==> src/rtl/regfile_sb.sv <==
// RV32I integer register file (x1..x31) with per-register pending-write scoreboard.
// Define REGFILE_BYPASS_EN to forward same-cycle write-back data and in-flight decrements to ID.
module regfile_sb #(
  parameter int unsigned XLEN     = 32,
  parameter int unsigned SB_CNT_W = 2
) (
  input  logic            clk,
  input  logic            rst_n,
  input  logic            Ctl_RegWrite_in,
  input  logic [4:0]      Rd_in,
  input  logic [XLEN-1:0] WriteDatatoReg_in,
  input  logic [4:0]      Rs1_in,
  input  logic [4:0]      Rs2_in,
  output logic [XLEN-1:0] ReadData1_out,
  output logic [XLEN-1:0] ReadData2_out,
  input  logic            Issue_valid_in,
  input  logic            Issue_RegWrite_in,
  input  logic [4:0]      Issue_Rd_in,
  input  logic            Flush_in,
  output logic            Hazard_stall_out,
  output logic            Sb_err_out
);

  localparam logic [SB_CNT_W-1:0] CntMax = '1;
  localparam logic [SB_CNT_W-1:0] CntOne = SB_CNT_W'(1);

  logic [XLEN-1:0]     regs_q [1:31];
  logic [SB_CNT_W-1:0] cnt_q  [1:31];
  logic [SB_CNT_W-1:0] cnt_d  [1:31];
  logic                err_q, err_d;
  logic                wb_en, inc;
  logic                pend1, pend2;

  assign wb_en = Ctl_RegWrite_in & (Rd_in != 5'd0);
  assign inc   = Issue_valid_in & Issue_RegWrite_in & (Issue_Rd_in != 5'd0);

  always_ff @(posedge clk or negedge rst_n) begin
    if (!rst_n) begin
      for (int i = 1; i < 32; i++) regs_q[i] <= '0;
    end else if (wb_en) begin
      regs_q[Rd_in] <= WriteDatatoReg_in;
    end
  end

  always_comb begin
    cnt_d = cnt_q;
    err_d = err_q;
    if (Flush_in) begin
      // Flush drops every pending count; the concurrent issue and WB decrement are discarded.
      for (int i = 1; i < 32; i++) cnt_d[i] = '0;
    end else if (!(inc && wb_en && (Issue_Rd_in == Rd_in))) begin
      if (inc) begin
        if (cnt_q[Issue_Rd_in] == CntMax) err_d = 1'b1;
        else cnt_d[Issue_Rd_in] = cnt_q[Issue_Rd_in] + CntOne;
      end
      if (wb_en) begin
        if (cnt_q[Rd_in] == '0) err_d = 1'b1;
        else cnt_d[Rd_in] = cnt_q[Rd_in] - CntOne;
      end
    end
  end

  always_ff @(posedge clk or negedge rst_n) begin
    if (!rst_n) begin
      for (int i = 1; i < 32; i++) cnt_q[i] <= '0;
      err_q <= 1'b0;
    end else begin
      cnt_q <= cnt_d;
      err_q <= err_d;
    end
  end

  assign Sb_err_out = err_q;

`ifdef REGFILE_BYPASS_EN
  always_comb begin
    if (Rs1_in == 5'd0)                    ReadData1_out = '0;
    else if (wb_en && (Rd_in == Rs1_in))   ReadData1_out = WriteDatatoReg_in;
    else                                   ReadData1_out = regs_q[Rs1_in];
    if (Rs2_in == 5'd0)                    ReadData2_out = '0;
    else if (wb_en && (Rd_in == Rs2_in))   ReadData2_out = WriteDatatoReg_in;
    else                                   ReadData2_out = regs_q[Rs2_in];
  end

  // A register whose last outstanding write is retiring right now is already readable.
  always_comb begin
    pend1 = (Rs1_in != 5'd0) && (cnt_q[Rs1_in] != '0) &&
            !((cnt_q[Rs1_in] == CntOne) && wb_en && (Rd_in == Rs1_in));
    pend2 = (Rs2_in != 5'd0) && (cnt_q[Rs2_in] != '0) &&
            !((cnt_q[Rs2_in] == CntOne) && wb_en && (Rd_in == Rs2_in));
  end
`else
  always_comb begin
    ReadData1_out = (Rs1_in == 5'd0) ? '0 : regs_q[Rs1_in];
    ReadData2_out = (Rs2_in == 5'd0) ? '0 : regs_q[Rs2_in];
  end

  always_comb begin
    pend1 = (Rs1_in != 5'd0) && (cnt_q[Rs1_in] != '0);
    pend2 = (Rs2_in != 5'd0) && (cnt_q[Rs2_in] != '0);
  end
`endif

  assign Hazard_stall_out = pend1 | pend2;

endmodule

==> config.mk <==
export PLATFORM = sky130hd
export DESIGN_NAME = regfile_sb
export DESIGN_NICKNAME = d
export VERILOG_FILES = /design/src/rtl/regfile_sb.sv
export SDC_FILE = /design/constraint.sdc
export NUM_CORES = 2
export LEC_CHECK = 0
export BUFFER_PORTS_ARGS = -buffer_cell sky130_fd_sc_hd__buf_2
export CORE_MARGIN = 1.5
export CORE_UTILIZATION = 50
export CTS_CLUSTER_DIAMETER = 150
export DETAILED_ROUTE_END_ITERATION = 8
export PLACE_DENSITY = 0.66
export SLEW_MARGIN = 20
export SYNTH_ARGS = -nofsm -noshare
export SYNTH_HDL_FRONTEND = slang
export SYNTH_SLANG_ARGS = --single-unit
==> constraint.sdc <==
create_clock -name clk -period 10.1 [get_ports clk]
set_input_delay 1.01 -clock clk [delete_from_list [all_inputs] [get_ports clk]]
set_output_delay 1.01 -clock clk [all_outputs]
set_load 0.01 [all_outputs]
==> flow_summary.json <==
{
  "dpl_cell_area_mm2": 0.0604,
  "drive_above_1_share_pct": 51.6,
  "worstSetupStartpointType": "input pin",
  "cts_tree": "done",
  "p_sw_mw": 3.39,
  "cts_sinks": 1055,
  "yosys_warnings": 0,
  "seqCellArea_mm2": 0.0264,
  "clk_latency_ns": 0.74,
  "drc": 0,
  "path_clk_slew_ns": 0.06,
  "cp.arrival_ns": 4.72,
  "ys_async_sr_fraction_pct": 100,
  "vias_per_cell": 6.85,
  "num_io_pins": 124,
  "synthCells": 4059,
  "rsz0062_at_grt": "false",
  "min_period_ns": 5.73,
  "worstRegToRegCells": 11,
  "hp-class": "input pin to async pin",
  "clockBufferDepth": 3,
  "grt_pass1_wl_um": 265000,
  "swShare_pct": 27.0,
  "port_buffers": 123,
  "synth-edff-count": 0,
  "rows": 125,
  "outcome": "finished clean",
  "timing.fmax_ghz": 0.175,
  "first_iter_violations": 4062,
  "detail-route-antenna-nets": 0,
  "fin_crit_sh_pct": 56.7,
  "area_growth_syn_to_layout_pct": 9.32,
  "clockPowerShare_pct": 34.6,
  "fin_setup_tns_ns": 0,
  "die_w_um": 346,
  "grt_max_degree": 176,
  "synth.avg_cell_area_um2": 14.5,
  "worst_slew_pin_slew_ns": 1.15,
  "cp_max_fo": 128,
  "ys_ff_latch": 1055,
  "start_util_pct": 50.5,
  "final-setup-viol-count": 0,
  "reg2reg_slack_ns": 5.86,
  "cts_root_buf": "clkbuf_16",
  "crit_path_end_kind": "primary output",
  "whs_ns": 0.309,
  "clock-skew-final_ns": 0.0224,
  "grt_pass1_vias": 39100,
  "die_h_um": 346,
  "comb_power_share_pct": 20.7,
  "seq_area_frac_synth_pct": 44.9,
  "leakage_nw": 27.2,
  "totalWireLength_um": 176000,
  "drv_slew": 0,
  "finalInstanceArea_mm2": 0.0643,
  "finalHoldViolations": 0,
  "required_ns": 9.09,
  "via_count": 38100,
  "p_int_mw": 9.14,
  "cts_made_buffers": 114,
  "die_area_mm2": 0.120,
  "power_mw": 12.5,
  "layout_common_cells": "1,055 x dfrtp_1, 1,044 x mux2_2, 600 x mux4_2",
  "overflow": 0,
  "fp.coreArea_mm2": 0.116,
  "drv_cap": 0,
  "synth_ff_type": "dfrtp_1",
  "gp_congestion": 0.920,
  "pwr-share-seq_pct": 44.7,
  "synth_cell_types": 82,
  "first_pass_iters": 6,
  "syn_nets": 4119,
  "netlist_area_mm2": 0.0588,
  "cts_resized": 0,
  "antenna_found_initial": 3,
  "slew_headroom_pct": 22.7,
  "hpwl_um": 91400,
  "wire_per_inst_um": 31.6,
  "grt_use_total_pct": 29.6,
  "critical_path_class": "input pin to primary output",
  "multi_input_area_mm2": 0.0307,
  "peakVddDrop_v": 0.000154,
  "postCtsSetupRepairBufs": 0,
  "powerDensity_mw_per_mm2": 195,
  "final_common_cell": "dfrtp_1",
  "fill_cells": 9410,
  "nets": 3998,
  "cts-hold-fix-buffers": 0,
  "cts_max_level": 3
}
## layer usage
metal / wire, um / track usage (%) / vias to the layer above
met5: 0 / 0 / -
met4: 6420 / 10.7 / 0
met3: 12700 / 4.91 / 374
met2: 83100 / 46.4 / 1619
met1: 73500 / 42.0 / 20700
li1: - / - / 15400
## per-stage QoR
step / utilization, % / instances / setup WS, ns
4_1_cts: 55.2 / 5558 / 4.42
5_1_grt: 55.3 / 5560 / 4.26
3_3_place_gp: 51.9 / 5345 / 4.49
3_5_place_dp: 51.9 / 5345 / 4.43
2_1_floorplan: - / 4059 / 5.95
6_report: 55.3 / 5561 / 4.37
## worst max-delay path, stage by stage
cell,delay (ns)
buf_8,0.52
buf_12,0.69
buf_4,0.80
mux4_2,0.42
mux4_2,0.47
nor2_1,0.18
nor2_1,0.10
buf_2,0.15
## kinds of logic after synthesis
| kind of cell | after synthesis | share of synthesized area [%] |
|---|---|---|
| mux | 1703 | 44.0 |
| fa+ha+maj | 2 | 0.0425 |
| flops | 1055 | 44.9 |
| compound gates | 321 | 3.72 |
| simple gates | 515 | 3.98 |
| buf+inv | 458 | 3.33 |
| xor+xnor | 5 | 0.0872 |
## power by group through the flow
stage	logic (mW)	registers, mW	clock network (mW)
after CTS	2.61	5.57	4.40
after global placement	2.54	5.60	0
after floorplan	2.04	5.44	0
after global routing	2.78	5.70	4.56
after detailed placement	2.60	5.65	0
final	2.59	5.60	4.33
## registers in the layout, summed over array words and instances (netlist names)
name,cells
regs_q,992
Sb_err_out,1
cnt_q,62
## worst paths after layout
| check | from | end |
|---|---|---|
| worst max-delay path | Rs2_in[1] | ReadData2_out[24] |
| worst min-delay path | rst_n | cnt_q[36] |
| worst max register to register | cnt_q[48] | cnt_q[10] |
| worst min register to register | Sb_err_out | Sb_err_out |
| max in group asynchronous | rst_n | regs_q[177] |
| min in group clk | Sb_err_out | Sb_err_out |
## synth_stat cells, drive strengths merged, types with 10 or more instances
master     n  area share [%]
buf      192             1.6
mux2    1044              20
mux2i     59             1.0
nor2b     15            0.16
nand2b    10            0.11
clkbuf   232             1.5
a22o      32            0.48
o31ai     10            0.13
o221ai    12            0.24
dfrtp   1055              45
mux4     600              23
nand2    134            0.86
a221oi    18            0.27
a211oi    13            0.17
o21ai    102            0.87
inv       32            0.20
nor2     230             1.5
o211ai    22            0.29
a21oi     61            0.52
nand3     30            0.26
nor3      46            0.39
## layout make-up
class,instances,area share (%)
multi-input cells,2546,47.8
diodes,2,0.00778
clock buffers,167,5.17
clock inverters,46,0.823
repair buffers,187,2.02
inverters,34,0.202
flip-flops and latches,1055,41.1
well taps,1524,2.97
Power figures use the tool's default switching activity.
